==> config.mk <==
export PLATFORM = sky130hd
export DESIGN_NAME = mini_fpga_fabric
export DESIGN_NICKNAME = d
export VERILOG_FILES = /design/src/rtl/mini_fpga_fabric.sv
export SDC_FILE = /design/constraint.sdc
export NUM_CORES = 1
export LEC_CHECK = 0
export BUFFER_PORTS_ARGS = -buffer_cell sky130_fd_sc_hd__buf_4
export CAP_MARGIN = 20
export CELL_PAD_IN_SITES_DETAIL_PLACEMENT = 1
export CELL_PAD_IN_SITES_GLOBAL_PLACEMENT = 1
export CORE_MARGIN = 5
export CORE_UTILIZATION = 54
export CTS_CLUSTER_DIAMETER = 80
export DETAILED_ROUTE_END_ITERATION = 10
export GPL_ROUTABILITY_DRIVEN = 0
export PLACE_DENSITY = 0.86
export SLEW_MARGIN = 20
export SYNTH_ARGS = -nofsm -noshare
export SYNTH_HDL_FRONTEND = slang
export SYNTH_SLANG_ARGS = --single-unit
==> constraint.sdc <==
create_clock -name clk -period 16.6 [get_ports clk]
set_input_delay 3.32 -clock clk [delete_from_list [all_inputs] [get_ports clk]]
set_output_delay 3.32 -clock clk [all_outputs]
set_load 0.05 [all_outputs]
==> src/rtl/mini_fpga_fabric.sv <==
// Miniature bit/word-line configured FPGA fabric: LUT4 cells with optional flop, routing muxes, output pads.
// Optional scan chain through the cell flops when FABRIC_SCAN_EN is defined.

module mini_fpga_cell_ff (
  input  logic clk,
  input  logic rst_n,
  input  logic d,
  input  logic shift,
  input  logic sin,
  output logic q
);
  always_ff @(posedge clk or negedge rst_n) begin
    if (!rst_n) q <= 1'b0;
    else        q <= shift ? sin : d;
  end
endmodule

module mini_fpga_fabric #(
  parameter  int NUM_IO     = 16,
  parameter  int NUM_LUT    = 4,
  parameter  int BL_W       = 32,
  localparam int SEL_W      = $clog2(NUM_IO + NUM_LUT + 1),
  localparam int LSEL_W     = $clog2(NUM_LUT),
  localparam int CELL_W     = 16 + 4*SEL_W + 1,
  localparam int PAD_W      = 1 + LSEL_W,
  localparam int CFG_BITS   = NUM_LUT*CELL_W + NUM_IO*PAD_W,
  localparam int NUM_FRAMES = (CFG_BITS + BL_W - 1) / BL_W
) (
  input  logic                  clk,
  input  logic                  global_resetn,
  input  logic [NUM_IO-1:0]     gfpga_pad_a2f,
  output logic [NUM_IO-1:0]     gfpga_pad_f2a,
  output logic [NUM_IO-1:0]     gfpga_pad_oe,
  input  logic [BL_W-1:0]       bl_config_region_0,
  input  logic [NUM_FRAMES-1:0] wl_config_region_0
`ifdef FABRIC_SCAN_EN
  ,
  input  logic                  scan_en,
  input  logic                  scan_mode,
  input  logic                  scan_in,
  output logic                  scan_out
`endif
);
  localparam int IOI_W = $clog2(NUM_IO);

  logic [CFG_BITS-1:0]                  cfg;
  logic [NUM_LUT-1:0][15:0]             tt;
  logic [NUM_LUT-1:0][3:0][SEL_W-1:0]   sel;
  logic [NUM_LUT-1:0]                   reg_en;
  logic [NUM_LUT-1:0]                   lut_v, ff_q, cell_out, chain_in;
  logic [NUM_IO-1:0]                    pad_oe_cfg;
  logic [NUM_IO-1:0][LSEL_W-1:0]        osel;
  logic                                 shift;

  // Config memory: no reset, bits past CFG_BITS in the last frame simply have no storage.
  for (genvar k = 0; k < CFG_BITS; k++) begin : g_cfg
    always_ff @(posedge clk) begin
      if (wl_config_region_0[k / BL_W]) cfg[k] <= bl_config_region_0[k % BL_W];
    end
  end

  for (genvar c = 0; c < NUM_LUT; c++) begin : g_cell_dec
    assign tt[c]     = cfg[c*CELL_W +: 16];
    assign reg_en[c] = cfg[c*CELL_W + CELL_W - 1];
    for (genvar k = 0; k < 4; k++) begin : g_sel
      assign sel[c][k] = cfg[c*CELL_W + 16 + k*SEL_W +: SEL_W];
    end
  end

  for (genvar p = 0; p < NUM_IO; p++) begin : g_pad_dec
    assign pad_oe_cfg[p] = cfg[NUM_LUT*CELL_W + p*PAD_W];
    assign osel[p]       = cfg[NUM_LUT*CELL_W + p*PAD_W + 1 +: LSEL_W];
  end

  // Cells evaluated in index order; a source cell j >= i is only legal when registered,
  // so it is taken straight from its flop, which keeps the netlist free of comb loops.
  always_comb begin
    logic [NUM_LUT-1:0] co;
    logic [3:0]         idx;
    int                 s, j;
    co    = '0;
    idx   = '0;
    s     = 0;
    j     = 0;
    lut_v = '0;
    for (int i = 0; i < NUM_LUT; i++) begin
      idx = '0;
      for (int k = 0; k < 4; k++) begin
        s = int'(sel[i][k]);
        if (s < NUM_IO) begin
          idx[k] = gfpga_pad_a2f[s[IOI_W-1:0]];
        end else if (s < NUM_IO + NUM_LUT) begin
          j      = s - NUM_IO;
          idx[k] = (j < i) ? co[j[LSEL_W-1:0]] : ff_q[j[LSEL_W-1:0]];
        end
      end
      lut_v[i] = tt[i][idx];
      co[i]    = reg_en[i] ? ff_q[i] : lut_v[i];
    end
    cell_out = co;
  end

`ifdef FABRIC_SCAN_EN
  assign shift    = scan_mode & scan_en;
  assign chain_in = {ff_q[NUM_LUT-2:0], scan_in};
  assign scan_out = ff_q[NUM_LUT-1];
`else
  assign shift    = 1'b0;
  assign chain_in = '0;
`endif

  mini_fpga_cell_ff u_ff [NUM_LUT-1:0] (
    .clk   (clk),
    .rst_n (global_resetn),
    .d     (lut_v),
    .shift (shift),
    .sin   (chain_in),
    .q     (ff_q)
  );

  assign gfpga_pad_oe = pad_oe_cfg & {NUM_IO{global_resetn}};

  always_comb begin
    gfpga_pad_f2a = '0;
    for (int p = 0; p < NUM_IO; p++) begin
      if (pad_oe_cfg[p] && global_resetn && (int'(osel[p]) < NUM_LUT))
        gfpga_pad_f2a[p] = cell_out[osel[p]];
    end
  end

endmodule

==> results of run 1 <==
-- metal layers --
layer / part of all wire, % / global-route usage (%)
met1: 35 / 41.35
met2: 48 / 50.38
met3: 12 / 6.701
met4: 4.9 / 14.80
met5: 0 / 0
-- layout by cell type, fill, tap and decap left out, types with 16 or more instances in the layout --
cell	instances
sky130_fd_sc_hd__o21ai_0	17
sky130_fd_sc_hd__buf_4	91
sky130_fd_sc_hd__and2_1	23
sky130_fd_sc_hd__inv_1	34
sky130_fd_sc_hd__a21oi_1	43
sky130_fd_sc_hd__mux4_2	75
sky130_fd_sc_hd__nor2_1	43
sky130_fd_sc_hd__clkbuf_16	17
sky130_fd_sc_hd__nor3_1	23
sky130_fd_sc_hd__o311ai_0	16
sky130_fd_sc_hd__edfxtp_1	196
sky130_fd_sc_hd__nand2_1	42
sky130_fd_sc_hd__mux2i_1	35
-- final cells by class --
class / count / area share [%]
flip-flops and latches: 200 / 48.03
multi-input cells: 510 / 37.94
repair buffers: 91 / 5.482
clock buffers: 18 / 3.444
well taps: 270 / 2.711
clock inverters: 14 / 1.335
inverters: 35 / 1.054
-- stage by stage --
| step | cells | hold WS, ps |
|---|---|---|
| after floorplan | 803 | 648.5 |
| after global placement | 1106 | 790.2 |
| after detailed placement | 1106 | 816.2 |
| after CTS | 1138 | 824.8 |
| after global routing | 1138 | 872.2 |
| final | 1138 | 835.2 |
-- registers in the layout, summed over array words and instances, names as in the netlist --
name and flops:
cfg 196, u_ff.q 4
-- kinds of logic (layout without fill, tap and decap cells) --
kind of cell	after synthesis	after routing	synth area share, %
compound gates	194	194	14.14
buf+inv	93	158	3.517
flops	200	200	53.93
mux	119	119	19.29
simple gates	197	197	9.121
-- where the power goes --
| part | internal (mW) | leakage [nW] | switching (mW) |
|---|---|---|---|
| sequential | 0.604 | 1.97 | 0.0618 |
| clock | 0.239 | 0.294 | 0.192 |
| combinational | 0.153 | 2.14 | 0.248 |
| total | 0.995 | 4.40 | 0.502 |
-- worst max path at each step --
stage / cells past startpoint / startpoint / slack, ps / endpoint
floorplan: 22 / gfpga_pad_a2f[14] / 4380 / gfpga_pad_f2a[0]
global placement: 23 / gfpga_pad_a2f[3] / 2940 / gfpga_pad_f2a[6]
detailed placement: 23 / gfpga_pad_a2f[3] / 2440 / gfpga_pad_f2a[3]
CTS: 23 / gfpga_pad_a2f[3] / 2250 / gfpga_pad_f2a[3]
global route: 23 / gfpga_pad_a2f[3] / 1740 / gfpga_pad_f2a[6]
finish: 23 / gfpga_pad_a2f[3] / 2190 / gfpga_pad_f2a[6]
-- tightest hold or removal path: cells and delay by family (launching register included) --
| family | cells | cell delay (ps) |
|---|---|---|
| compound gates | 1 | 60 |
| flops | 1 | 330 |
| mux | 1 | 80 |
| simple gates | 2 | 290 |
==> flow_metrics.tcl, run 1 <==
set metrics [dict create \
    outcome "completed" \
    number_of_buffers_added_by_the_clock_tree_synthesis_step 17 \
    final.fill_count 1940 \
    power.density_nw_per_um2 120.1 \
    hpwl_um 25310 \
    post_cts_resize_count 0 \
    finClkSkew_ps 10.92 \
    critical_path.top_delay_family "compound AO/OA/AOI/OAI gates" \
    rrSetupSlack_ps 8850 \
    chipWidth_um 153.4 \
    cts.sinks 200 \
    cp_bufs_invs 2 \
    max_rail_drop_vdd_uv 82.62 \
    critical_path.max_stage_delay_ps 740 \
    die_height_um 153.4 \
    synth-main-ff-cell "sky130_fd_sc_hd__edfxtp_1" \
    mean_syn_cell_area_um2 13.82 \
    drv.max_cap_violation_count 0 \
    first_pass_iters 6 \
    multi_input_area_um2 4728 \
    worstMarginPinSlew_ps 1051 \
    post_dp_cell_area_um2 11870 \
    clock_insertion_delay_worst_skew_ps 440 \
    worst_setup_path_start_kind "primary input" \
    nNetsFinal 912 \
    fp.coreArea_um2 20230 \
    track_usage_pct 31.43 \
    initial_utilization_pct 54.85 \
    htree_levels 4 \
    drc 0 \
    wl_um 36690 \
    timing.final.ws_setup_ps 2192 \
    fin_setup_tns_ps 0 \
    vias 8388 \
    wire_per_inst_um 32.24 \
    ctsRootBufferMaster "sky130_fd_sc_hd__clkbuf_16" \
    power.total_mw 1.497 \
    ioPinCount 89 \
    clock_path_buffers 2 \
    leakage_nw 4.398 \
    cts_tree "built" \
    pre_cts_slack_ps 2436 \
    maxClockFrequency_mhz 69.40 \
    critical_path.max_fanout 23 \
    synth_edf_count 196 \
    synthDominantCellAreaShare_pct 53.03 \
    rsz0062_at_grt "false" \
    holdPathStages 4 \
    cts_setup_buffers 0 \
    detail_route.vias_per_cell 7.371 \
    synthCells 803 \
    synth.top_cells.by_area "sky130_fd_sc_hd__edfxtp_1 (53%), sky130_fd_sc_hd__mux4_2 (15%), sky130_fd_sc_hd__mux2i_1 (3.2%), sky130_fd_sc_hd__a21oi_1 (1.9%), sky130_fd_sc_hd__clkbuf_1 (1.5%)" \
    holdBufCountCts 0 \
    first_global_vias 8809 \
    mappedNetlistNets 860 \
    final.min_clock_period_ps 14410 \
    final_layout_size_suffix_gt1_share_pct 27.30 \
    crit_path_cell_trace "buf_4 > mux2i_1 > a221oi_1 > and2_1 > o21ai_0 > a221oi_2 > a211oi_2 > a211oi_4 > mux2i_1 > a311oi_2 > a22oi_2 > a31o_1 > o21ba_1 > a2111oi_0 > a211oi_1 > o21ai_1 > o211ai_1 > a21oi_4 > mux2_2 > a32oi_2 > o211ai_4 > a41oi_1 > buf_4" \
    clock_slew_seen_by_the_registers_of_the_worst_setup_and_hold_paths_ps 70 \
    worst_setup_path_end_kind "output port" \
    synth_sequential_area_ratio_pct 53.93 \
    source_of_the_worst_hold_timing_path "cfg[44]" \
    fp.dieArea_um2 23520 \
    design_area_um2 12460 \
    regToRegEndpoint "u_ff[3].q" \
    yosys.cell_count.top_type "sky130_fd_sc_hd__edfxtp_1" \
    layout.core_utilization_pct 61.59 \
    timing.final.crit_share_pct 86.80 \
    ys.warnings.count 0 \
    synth-async-reset-ratio_pct 2.000 \
    worst-r2r-cell-count 21 \
    yosys.area.top_type "sky130_fd_sc_hd__edfxtp_1" \
    post_synth_design_cell_area_um2 11100 \
    critPathRequiredTime_ps 13280 \
    crit_arrival_ps 11090 \
    grt_start_max_net_pins 33 \
    slew_violations 0 \
    num_antenna_cells 0 \
    num_rows 52 \
    count_of_different_cell_masters_after_synthesis 80 \
    sequential_cell_area_um2 5986 \
    slowest_stage_cell_on_the_critical_path "sky130_fd_sc_hd__a2111oi_0" \
    yosys-top-cells-count "sky130_fd_sc_hd__edfxtp_1 (196), sky130_fd_sc_hd__mux4_2 (75), sky130_fd_sc_hd__clkbuf_1 (45), sky130_fd_sc_hd__a21oi_1 (43), sky130_fd_sc_hd__nor2_1 (43)" \
    number_of_antenna_violations_at_the_first_check_in_global_routing 1 \
    drtIter0Drc 1099 \
    portBuffers 88 \
    areaGrowthSynthToFinish_pct 12.29 \
    criticalPathCategory "in2out" \
    timing.final.hold_violations 0 \
    synth-seq-cells 200 \
    min_delay_worst_endpoint "u_ff[1].q" \
    drtAntennaViolNets 0 \
    critical_path.reg2reg.startpoint "cfg[22]" \
    grt-ovfl-total 0 \
    report.final.setup_viol 0 \
    grt_pass1_wl_um 55700 \
    worst_hold_path_type "reg2reg" \
    slew-limit-headroom_pct 29.95 \
]
Power figures use the tool's default switching activity.
==> run 2: changes to the inputs <==
==> constraint.sdc (replaced) <==
create_clock -name clk -period 16.6 [get_ports clk]
set_input_delay 0.83 -clock clk [delete_from_list [all_inputs] [get_ports clk]]
set_output_delay 0.83 -clock clk [all_outputs]
set_load 0.05 [all_outputs]
==> run 2 against run 1 <==
Utilization about the same. Hold slack worse by 580 ps. Non-clock buffer count unchanged. Die area unchanged. Sequential share of layout area about the same.
==> flow_metrics.tcl, run 2 (synthesized netlist as in run 1, its figures left out) <==
set metrics [dict create \
    timing.final.crit_share_pct 56.98 \
    multi_input_area_um2 4728 \
    route.layer.met1.wl_um 13230 \
    largest_reg_flops 196 \
    sequential_cell_area_um2 5986 \
    p_switching_mw 0.5368 \
    fin_setup_tns_ps 0 \
    crit_path_cell_trace "mux4_2 > nor2_2 > o31ai_2 > o21ai_0 > a221oi_2 > a211oi_2 > a211oi_4 > mux2i_1 > a311oi_2 > a22oi_2 > a31o_1 > o21ba_1 > a2111oi_0 > a211oi_1 > o211a_1 > or3_1 > a31o_1 > nand2_1 > a32oi_1 > o211ai_4 > a41oi_1 > buf_4" \
    holdBufCountCts 0 \
    most-common-layout-cells "sky130_fd_sc_hd__edfxtp_1 (196), sky130_fd_sc_hd__buf_4 (91), sky130_fd_sc_hd__mux4_2 (75)" \
    areaGrowthSynthToFinish_pct 12.34 \
    pre_cts_slack_ps 7417 \
    crit_arrival_ps 8630 \
    ioPinCount 89 \
    htree_levels 4 \
    worst_setup_path_end_kind "output port" \
    drc 0 \
    number_of_buffers_added_by_the_clock_tree_synthesis_step 17 \
    largest-register "cfg" \
    wl_um 37840 \
    critical_path.top_delay_family "compound AO/OA/AOI/OAI gates" \
    fp.coreArea_um2 20230 \
    fp.dieArea_um2 23520 \
    critical_path.max_fanout 23 \
    largest_registers "cfg: 196 flops, u_ff.q: 4 flops" \
    cts_setup_buffers 0 \
    vias 8454 \
    drtIter0Drc 1129 \
    leakage_nw 4.397 \
    drtAntennaViolNets 0 \
    clock_path_buffers 2 \
    ctsRootBufferMaster "sky130_fd_sc_hd__clkbuf_16" \
    final_layout_size_suffix_gt1_share_pct 27.65 \
    nNetsFinal 912 \
    num_antenna_cells 0 \
    max_rail_drop_vdd_uv 85.96 \
    initial_utilization_pct 54.85 \
    clock_slew_seen_by_the_registers_of_the_worst_setup_and_hold_paths_ps 80 \
    hold_slack_final_ps 255.2 \
    critical_path.max_stage_delay_ps 740 \
    timing.final.ws_setup_ps 7141 \
    final.fill_count 1944 \
    rsz0062_at_grt "false" \
    wl_met2_um 18360 \
    clkPwrFrac_pct 28.4 \
    outcome "completed" \
    worstMarginPinSlew_ps 1005 \
    num_rows 52 \
    portBuffers 88 \
    detail_route.vias_per_cell 7.429 \
    post_cts_resize_count 0 \
    worst_setup_path_start_kind "flop" \
    cts.sinks 200 \
    finClkSkew_ps 7.611 \
    power.density_nw_per_um2 120.2 \
    slowest_stage_cell_on_the_critical_path "sky130_fd_sc_hd__a2111oi_0" \
    wire_per_inst_um 33.25 \
    criticalPathCategory "reg2out" \
    switching_share_pct 35.83 \
    grt_pass1_wl_um 57150 \
    cts_tree "built" \
    top_signal_layer_used "met5" \
    most_common_cell_after_layout_fill_and_taps_aside "sky130_fd_sc_hd__edfxtp_1" \
    report.final.setup_viol 0 \
    drv.max_cap_violation_count 0 \
    cp_bufs_invs 1 \
    first_pass_iters 5 \
    layout.core_utilization_pct 61.62 \
    internal_power_mw 0.9615 \
    first_global_vias 8955 \
    share_comb_of_total_power_pct 27.1 \
    clock_insertion_delay_worst_skew_ps 440 \
    worst_hold_path_type "in2async" \
    detailroute.wirelength.met3_um 4245 \
    chipWidth_um 153.4 \
    number_of_antenna_violations_at_the_first_check_in_global_routing 3 \
    cpMostUsedCell "sky130_fd_sc_hd__a31o_1" \
    timing.final.hold_violations 0 \
    slew-limit-headroom_pct 33.02 \
    maxClockFrequency_mhz 105.7 \
    critPathRequiredTime_ps 15770 \
    track_usage_pct 32.32 \
    die_height_um 153.4 \
    grt-ovfl-total 0 \
    seqPwrFrac_pct 44.5 \
    grt_start_max_net_pins 33 \
    slew_violations 0 \
    hpwl_um 25780 \
    final.min_clock_period_ps 9459 \
]
run 2: path summary, 6_finish.rpt:
check / from / cells past startpoint / slack (ps) / to
min in group clk: wl_config_region_0[6] / 1 / 640 / cfg[192]
worst max-delay path: cfg[22] / 22 / 7140 / gfpga_pad_f2a[6]
worst max register to register: cfg[22] / 21 / 8730 / u_ff[3].q
worst min register to register: cfg[48] / 4 / 860 / u_ff[1].q
max in group asynchronous: global_resetn / 1 / 16130 / u_ff[1].q
worst min-delay path: global_resetn / 1 / 260 / u_ff[2].q
run 2: power groups by stage:
stage	sequential [mW]	combinational, mW	clock [mW]
floorplan	0.636	0.283	0
global placement	0.669	0.368	0
detailed placement	0.676	0.392	0
CTS	0.665	0.400	0.425
global route	0.672	0.425	0.451
finish	0.667	0.405	0.426
run 2: cell type report:
cell class / count / share of cell area [%]
flip-flops and latches: 200 / 48.01
clock buffers: 17 / 3.412
multi-input cells: 510 / 37.92
repair buffers: 91 / 5.479
well taps: 270 / 2.709
clock inverters: 15 / 1.415
inverters: 35 / 1.054
run 2: layer usage:
layer / up-vias / track usage, %
met5: - / 0
met4: 4 / 14.55
met3: 150 / 7.040
met2: 709 / 53.52
met1: 4213 / 41.16
li1: 3378 / -
run 2: stage by stage:
| step | instances | cell area (um^2) | total power [mW] |
|---|---|---|---|
| after floorplan | 803 | 11100 | 0.9195 |
| after CTS | 1138 | 12470 | 1.490 |
| final | 1138 | 12470 | 1.498 |
| after detailed placement | 1106 | 11870 | 1.068 |
| after global routing | 1138 | 12470 | 1.547 |
| after global placement | 1106 | 11870 | 1.037 |
